[config.mk]
export PLATFORM = sky130hd
export DESIGN_NAME = manual_drive_ctrl
export DESIGN_NICKNAME = d
export VERILOG_FILES = /design/src/rtl/manual_drive_ctrl.sv
export SDC_FILE = /design/constraint.sdc
export NUM_CORES = 1
export LEC_CHECK = 0
export ABC_CLOCK_PERIOD_IN_PS = 3750
export CELL_PAD_IN_SITES_DETAIL_PLACEMENT = 1
export CELL_PAD_IN_SITES_GLOBAL_PLACEMENT = 1
export CORE_ASPECT_RATIO = 0.6
export CORE_MARGIN = 2
export CORE_UTILIZATION = 45
export DETAILED_ROUTE_END_ITERATION = 10
export GPL_TIMING_DRIVEN = 0
export PLACE_DENSITY = 0.83
export SYNTH_ARGS = -nofsm -noshare
export SYNTH_HDL_FRONTEND = slang
export SYNTH_SLANG_ARGS = --single-unit
[constraint.sdc]
create_clock -name clk -period 3.75 [get_ports clk]
set_input_delay 0.75 -clock clk [delete_from_list [all_inputs] [get_ports clk]]
set_output_delay 0.75 -clock clk [all_outputs]
set_load 0.05 [all_outputs]
[src/rtl/manual_drive_ctrl.sv]
// Engine power and manual-drive controller: turns panel inputs into power, drive state,
// the moving-state nibble for the simulator link, and blinking turn indicators.
module manual_drive_ctrl #(
    parameter int POWER_ON_HOLD = 100_000_000,
    parameter int BLINK_HALF    = 50_000_000
) (
    input  logic       clk,
    input  logic       rst,
    input  logic       power_on,
    input  logic       power_off,
    input  logic       clutch,
    input  logic       throttle,
    input  logic       brake,
    input  logic       rgs,
    input  logic       left,
    input  logic       right,
    output logic       power,
    output logic [1:0] state,
    output logic [3:0] moving_state,
    output logic       turn_left_light,
    output logic       turn_right_light
);
    // state        | meaning
    // NOT_STARTING | engine idle or off, no motion
    // STARTING     | clutch engaged, ready to move
    // MOVING       | driving forward or backward depending on rgs
    typedef enum logic [1:0] {
        NOT_STARTING = 2'b00,
        STARTING     = 2'b01,
        MOVING       = 2'b10
    } drive_t;

    localparam int HW = $clog2(POWER_ON_HOLD + 1);
    localparam int BW = (BLINK_HALF > 1) ? $clog2(BLINK_HALF) : 1;
    localparam logic [HW-1:0] HOLD_LAST  = HW'(POWER_ON_HOLD - 1);
    localparam logic [BW-1:0] BLINK_LAST = BW'(BLINK_HALF - 1);

    drive_t        state_q, state_d;
    logic [HW-1:0] hold_cnt, hold_d;
    logic [BW-1:0] blink_cnt, blink_d;
    logic          phase, phase_d;
    logic          rgs_q;
    logic          power_d;
    logic          stall;
    logic          rgs_chg;
    logic          turn_ok;
    logic [3:0]    moving_d;
    logic          left_light_d, right_light_d;

    always_ff @(posedge clk) begin
        if (rst) begin
            power            <= 1'b0;
            state_q          <= NOT_STARTING;
            hold_cnt         <= '0;
            blink_cnt        <= '0;
            phase            <= 1'b0;
            rgs_q            <= 1'b0;
            moving_state     <= 4'b0000;
            turn_left_light  <= 1'b0;
            turn_right_light <= 1'b0;
        end else begin
            power            <= power_d;
            state_q          <= state_d;
            hold_cnt         <= hold_d;
            blink_cnt        <= blink_d;
            phase            <= phase_d;
            rgs_q            <= rgs;
            moving_state     <= moving_d;
            turn_left_light  <= left_light_d;
            turn_right_light <= right_light_d;
        end
    end

    always_comb begin
        power_d       = power;
        state_d       = state_q;
        hold_d        = hold_cnt;
        blink_d       = blink_cnt;
        phase_d       = phase;
        stall         = 1'b0;
        rgs_chg       = (rgs != rgs_q);
        turn_ok       = 1'b0;
        moving_d      = 4'b0000;
        left_light_d  = 1'b0;
        right_light_d = 1'b0;

        if (!power) begin
            state_d = NOT_STARTING;
            // Blink phase also restarts so the first flash after power-up is predictable.
            blink_d = '0;
            phase_d = 1'b0;
            if (power_on) begin
                if (hold_cnt == HOLD_LAST) begin
                    power_d = 1'b1;
                    hold_d  = '0;
                end else begin
                    hold_d = hold_cnt + 1'b1;
                end
            end else begin
                hold_d = '0;
            end
        end else begin
            hold_d = '0;
            if (blink_cnt == BLINK_LAST) begin
                blink_d = '0;
                phase_d = ~phase;
            end else begin
                blink_d = blink_cnt + 1'b1;
            end

            if (power_off) begin
                stall = 1'b1;
            end else begin
                case (state_q)
                    NOT_STARTING: begin
                        if (throttle && clutch) state_d = STARTING;
                        else if (throttle)      stall   = 1'b1;
                    end
                    STARTING: begin
                        if (brake)                    state_d = NOT_STARTING;
                        else if (rgs_chg && !clutch)  stall   = 1'b1;
                        else if (throttle && !clutch) state_d = MOVING;
                    end
                    MOVING: begin
                        if (brake)                   state_d = NOT_STARTING;
                        else if (rgs_chg && !clutch) stall   = 1'b1;
                        else if (clutch || !throttle) state_d = STARTING;
                    end
                    default: state_d = NOT_STARTING;
                endcase
            end

            if (stall) begin
                power_d = 1'b0;
                state_d = NOT_STARTING;
            end
        end

        turn_ok     = power_d && (state_d != NOT_STARTING);
        moving_d[0] = turn_ok && left && !right;
        moving_d[1] = turn_ok && right && !left;
        moving_d[2] = (state_d == MOVING) && !rgs;
        moving_d[3] = (state_d == MOVING) && rgs;

        left_light_d  = moving_d[0] && phase_d;
        right_light_d = moving_d[1] && phase_d;
    end

    assign state = state_q;

endmodule

Word level (Yosys, flattened, before mapping) --
Cells that the tools add are included.
Word-level totals: bits in read-only memories 0, register bits after elaboration 64, memory bits (writable) 0, memories 0, input port bits 10, bits in latches 0
Cells by class: mux-type cells 24, div/mod/pow operators 0, reduce and logical (&&, ||, !) cells 23, add/sub/neg operators 2, shifts and indexed selects 0, order comparisons 0, eq/ne operators 6, bitwise logic cells 3, $mul 0
Operators with widths (count):
- $add 27x1->27 const B | 1
- $eq 27x27->1 const B | 1
- $add 26x1->26 const B | 1
- $eq 26x26->1 const B | 1
- $mux 2 | 10
- $logic_and 1x1->1 | 12
- $mux 1 | 12
- $pmux 2 s3 | 1
- $logic_not 1->1 | 5
- $eq 2x2->1 const B | 2
- $reduce_or 4->1 | 1
- $not 1->1 | 3
- $reduce_or 3->1 | 1
- $eq 2x1->1 const B | 1
- $logic_not 2->1 | 1
- $pmux 1 s2 | 1
- $reduce_bool 2->1 | 1
- $reduce_or 2->1 | 1
- $logic_or 1x1->1 | 1
- $ne 1x1->1 | 1

Longest topological paths before layout --
depth in word-level cells 14, mapped depth 8, depth with buffers taken out 7

Worst setup path after synthesis --
Ideal clock, no wire load.
path type register to register, start point register state_q[0], in the netlist state[0], end point register moving_state[2], period minus slack after synthesis 2.100 ns, slack 1.650 ns, data required time 3.635 ns, stages on the path, launching flop included 7, data arrival time 1.986 ns, buffers on the path 0, path through dfxtp_1 -> inv_1 -> ha_1 -> nand3_1 -> a21oi_1 -> or3_1 -> a2111oi_0
On the way: cells in the longest elaborated chain, start to end 9, elaborated cells between the ends (all ways) 20, those cells by class eq/ne (3); mux (14); reduce/logical (3)
RTL lines:
- from (decl) | line 38 | drive_t state_q, state_d;
- from (signal assigned) | line 63 | state_q <= state_d;
- $eq 2x2->1, or another cell as far along | line 114 | case (state_q)
- $reduce_or 2->1 (no line), or another cell as far along
- $pmux 1 s2, or another cell as far along | line 114
- $mux 1 or $pmux 2 s3 (tied branches) | line 111, 114
- $mux 1 or $mux 2 (tied branches) | line 87, 111
- $mux 2 * | line 133 | if (stall) begin
- $mux 2 * | line 87 | if (!power) begin
- $eq 2x2->1 * | line 142 | moving_d[2] = (state_d == MOVING) && !rgs;
- $logic_and 1x1->1 * | line 142
- to (signal assigned) | line 68 | moving_state <= moving_d;
- to (decl) | line 19 | output logic [3:0] moving_state,
Mark *: on every way between the ends. The rest lies on a longest branch, timed or not. The select of a mux whose other input is x is not followed. A chain may end at the register's enable or synchronous reset.

Final worst setup path --
start point input rgs, end point register moving_state[2]
On the way: cells in the longest elaborated chain, start to end 11, elaborated cells between the ends (all ways) 18, those cells by class eq/ne (2); mux (13); reduce/logical (3)
RTL lines:
- from (decl) | line 14 | input logic rgs,
- $ne 1x1->1 | line 81 | rgs_chg = (rgs != rgs_q);
- $logic_and 1x1->1 | line 121, 126
- $mux 1 | line 121, 126
- $mux 1 | line 125 | if (brake) state_d = NOT_STARTING;
- $pmux 1 s2 | line 114
- $mux 1 | line 111 | if (power_off) begin
- $mux 1 | line 87
- $mux 2 | line 133
- $mux 2 | line 87
- $eq 2x2->1 | line 142
- $logic_and 1x1->1 * | line 142
Marks and branches as above.

==> flow_metrics.env <==
export IMPL_status="finished clean"
export IMPL_total_power_mw=1.30
export IMPL_finalCriticalPeriod_ns=2.43
export IMPL_timing_setup_critical_path_class="in -> reg"
export IMPL_final_net_count=388
export IMPL_timing_hold_violations_final=0
export IMPL_yosysTopAreaCell="sky130_fd_sc_hd__dfxtp_1"
export IMPL_critical_path_max_stage_delay_ns=0.53
export IMPL_post_cts_buffers=0
export IMPL_crit_path_start_kind="input pin"
export IMPL_cts_max_level=3
export IMPL_crit_path_top_delay_cell="sky130_fd_sc_hd__a2111oi_0"
export IMPL_synth_top_area_cells="sky130_fd_sc_hd__dfxtp_1 (43%), sky130_fd_sc_hd__xor2_1 (8.0%), sky130_fd_sc_hd__nor2_1 (7.1%)"
export IMPL_tritoncts_clock_tree="built"
export IMPL_vdd_ir_drop_max_mv=0.188
export IMPL_grtUsageMet1_pct=33.1
export IMPL_buffer_ports_inserted=18
export IMPL_syn2layout_area_growth_pct=16.0
export IMPL_synth_async_sr_flop_share_pct=0
export IMPL_drt_pass1_iter_count=4
export IMPL_power_density_nw_per_um2=379
export IMPL_ys_seq_elements=64
export IMPL_ctsRootBufferMaster="sky130_fd_sc_hd__clkbuf_8"
export IMPL_drt_drc_violations_left=0
export IMPL_crit_required_ns=3.93
export IMPL_numClockSinks=64
export IMPL_critPathMaxFanout=4
export IMPL_postLayoutCoreUtil_pct=55.1
export IMPL_synth_seq_area_share_pct=43.4
export IMPL_grt_met3_usage_pct=5.38
export IMPL_finalMaxSlewViolations=0
export IMPL_layout_cell_share_with_drive_strength_beyond_1_pct=7.45
export IMPL_num_vias=2531
export IMPL_grt_max_degree=11
export IMPL_tightest_slew_ns=0.723
export IMPL_timing_max_cap_violations=0
export IMPL_mappedNetlistNets=359
export IMPL_grtUsageTotal_pct=23.4
export IMPL_hpwlAfterDp_mm=5.64
export IMPL_reg2regPathDepth=8
export IMPL_worstPathCellList="clkdlybuf4s50_1, xor2_1, nand3_1, a21oi_1, or3_1, a2111oi_0"
export IMPL_rel_slew_slack_pct=51.4
export IMPL_floorplan_die_area_um2=7250
export IMPL_post_synth_top_area_fraction_pct=43.4
export IMPL_die_width_um=109
export IMPL_antenna_left=0
export IMPL_synth_area_per_cell_um2=8.62
export IMPL_min_delay_path_class="reg -> reg"
export IMPL_whs_path_depth=1
export IMPL_floorplan_die_height_um=66.8
export IMPL_core_area_um2=6220
export IMPL_critical_path_top_delay_family="compound AO/OA/AOI/OAI gates"
export IMPL_detail_route_iter0_violations=126
export IMPL_routedWlPerCell_um=16.4
export IMPL_post_cts_hold_buffer_count=0
export IMPL_num_rows=22
export IMPL_leakagePower_nw=1.15
export IMPL_syn_inst=343
export IMPL_dominantRegCellSynth="sky130_fd_sc_hd__dfxtp_1"
export IMPL_setup_violations_final=0
export IMPL_number_of_placed_instances_taps_included=445
export IMPL_grt_pass1_wl_mm=12.9
export IMPL_timing_critical_path_depth=6
export IMPL_gp_congestion=0.836
export IMPL_synth_enable_flop_cells=0
export IMPL_final_setup_skew_ns=0.0113
export IMPL_number_of_antenna_cells_inserted=0
export IMPL_minimum_hold_slack_ns=0.451
export IMPL_final_wirelength_mm=7.56
export IMPL_cp_bufs_invs=1
export IMPL_grt_antenna_before_repair=0
export IMPL_grt_setup_unrepaired="false"
export IMPL_grt_busiest_layer="met2"
export IMPL_yosysWarningCount=0
export IMPL_initial_utilization_pct=47.5
export IMPL_critical_path_endpoint_type="register"
export IMPL_cts_clk_slew_worst_paths_ns=0.07
export IMPL_floorplan_io_pins=19
export IMPL_grt_util_met2_pct=34.8
export IMPL_number_of_global_route_vias_before_repair=2629
export IMPL_clkLatencyLatePin_ns=0.35
export IMPL_final_instance_count_excl_fill=460
export IMPL_fmaxAchievable_ghz=0.411
export IMPL_timing_final_crit_share_pct=64.8
export IMPL_post_cts_resized=0
export IMPL_cts_buffers_inserted=9
export IMPL_fin_setup_tns_ns=0
export IMPL_viasPerCell=5.50
export IMPL_synth_lib_cells_used_distinct=46
export IMPL_cts_max_path_buffers=2
export IMPL_worst_endpoint_arrival_ns=2.61
export IMPL_syn_area_um2=2960
export IMPL_globalRoute_totalOverflow=0
==> metal layers <==
metal,vias to the layer above,wire length [um]
met1,1226,3900
met2,42,3250
met4,0,101
met3,10,309
li1,1253,-
met5,-,0
==> area by class of cell <==
type	instances	area [um2]
buffer	10	52.6
multi-input combinational	258	1580
inverter	11	41.3
clock inverter	4	45.0
clock buffer	11	141
fill	753	2790
timing repair buffer	18	180
sequential	64	1280
tap	84	105
==> flip-flops by register name (all words and copies together) (netlist names) <==
register,flops
turn_left_light,1
turn_right_light,1
moving_state,4
hold_cnt,27
state,2
blink_cnt,26
phase,1
rgs_q,1
power,1
==> cell usage in the layout (no fill, tap or decap), types with 2 or more instances in the layout <==
cell type | synthesis | layout
sky130_fd_sc_hd__buf_2 | 6 | 6
sky130_fd_sc_hd__nand4_1 | 10 | 10
sky130_fd_sc_hd__dfxtp_1 | 64 | 64
sky130_fd_sc_hd__nand2b_1 | 3 | 3
sky130_fd_sc_hd__clkbuf_1 | 2 | 3
sky130_fd_sc_hd__clkdlybuf4s50_1 | 0 | 18
sky130_fd_sc_hd__ha_1 | 6 | 6
sky130_fd_sc_hd__and3_1 | 11 | 11
sky130_fd_sc_hd__or3_1 | 6 | 6
sky130_fd_sc_hd__o21ai_0 | 6 | 6
sky130_fd_sc_hd__clkinv_2 | 0 | 3
sky130_fd_sc_hd__a311oi_1 | 2 | 2
sky130_fd_sc_hd__nand3_1 | 26 | 26
sky130_fd_sc_hd__and2_1 | 3 | 3
sky130_fd_sc_hd__xor2_1 | 27 | 27
sky130_fd_sc_hd__xnor2_1 | 18 | 18
sky130_fd_sc_hd__a21oi_1 | 10 | 10
sky130_fd_sc_hd__nand3_2 | 2 | 2
sky130_fd_sc_hd__a2111oi_0 | 2 | 2
sky130_fd_sc_hd__clkbuf_8 | 0 | 10
sky130_fd_sc_hd__a31oi_1 | 2 | 2
sky130_fd_sc_hd__and4_1 | 5 | 5
sky130_fd_sc_hd__buf_4 | 2 | 2
sky130_fd_sc_hd__nor2_1 | 56 | 56
sky130_fd_sc_hd__inv_1 | 11 | 11
sky130_fd_sc_hd__nand2_1 | 25 | 25
sky130_fd_sc_hd__nor4_1 | 9 | 9
sky130_fd_sc_hd__nor3_1 | 8 | 8
==> power breakdown <==
| group | internal (mW) | switching [mW] |
|---|---|---|
| Combinational | 0.0157 | 0.0213 |
| Sequential | 0.681 | 0.00114 |
| Clock | 0.318 | 0.263 |
==> path summary, 6_finish.rpt <==
kind                from  slack [ns]               to
max                  rgs        1.32  moving_state[2]
min          hold_cnt[0]        0.45      hold_cnt[0]
max reg2reg  hold_cnt[0]        1.54     hold_cnt[13]
min reg2reg  hold_cnt[0]        0.45      hold_cnt[0]
==> Yosys cell counts (5+ instances only) <==
cell,instances
sky130_fd_sc_hd__nand2_1,25
sky130_fd_sc_hd__nor2_1,56
sky130_fd_sc_hd__ha_1,6
sky130_fd_sc_hd__dfxtp_1,64
sky130_fd_sc_hd__and4_1,5
sky130_fd_sc_hd__xnor2_1,18
sky130_fd_sc_hd__o21ai_0,6
sky130_fd_sc_hd__buf_2,6
sky130_fd_sc_hd__nand3_1,26
sky130_fd_sc_hd__a21oi_1,10
sky130_fd_sc_hd__xor2_1,27
sky130_fd_sc_hd__or3_1,6
sky130_fd_sc_hd__nand4_1,10
sky130_fd_sc_hd__inv_1,11
sky130_fd_sc_hd__and3_1,11
sky130_fd_sc_hd__nor4_1,9
sky130_fd_sc_hd__nor3_1,8
==> metrics by stage <==
| stage | setup slack [ns] | instance area, um2 |
|---|---|---|
| 3_5_place_dp | 0.991 | 3240 |
| 3_3_place_gp | 1.08 | 3240 |
| 6_report | 1.32 | 3430 |
| 5_1_grt | 1.17 | 3430 |
| 2_1_floorplan | 1.65 | 2960 |
| 4_1_cts | 1.33 | 3430 |
==> worst reg2reg max path, cell delays in order, from the launching register on <==
cell and delay [ns]:
sky130_fd_sc_hd__dfxtp_1 0.35, sky130_fd_sc_hd__ha_1 0.22, sky130_fd_sc_hd__and2_0 0.32, sky130_fd_sc_hd__and3_1 0.30
sky130_fd_sc_hd__and3_1 0.21, sky130_fd_sc_hd__or2_1 0.11, sky130_fd_sc_hd__buf_2 0.21, sky130_fd_sc_hd__buf_2 0.28
sky130_fd_sc_hd__nor2_1 0.09
==> kinds of logic after synthesis <==
| kind of cell | Yosys count | share of synthesized area [%] |
|---|---|---|
| DFF | 64 | 43.4 |
| adders and majority gates | 6 | 2.54 |
| xor gates and xnor gates | 45 | 13.3 |
| buffers and inverters | 21 | 3.18 |
| and+or+nand+nor | 177 | 30.9 |
| AOI/OAI and AO/OA | 30 | 6.65 |
No activity file was read; power rests on OpenSTA's default activity.
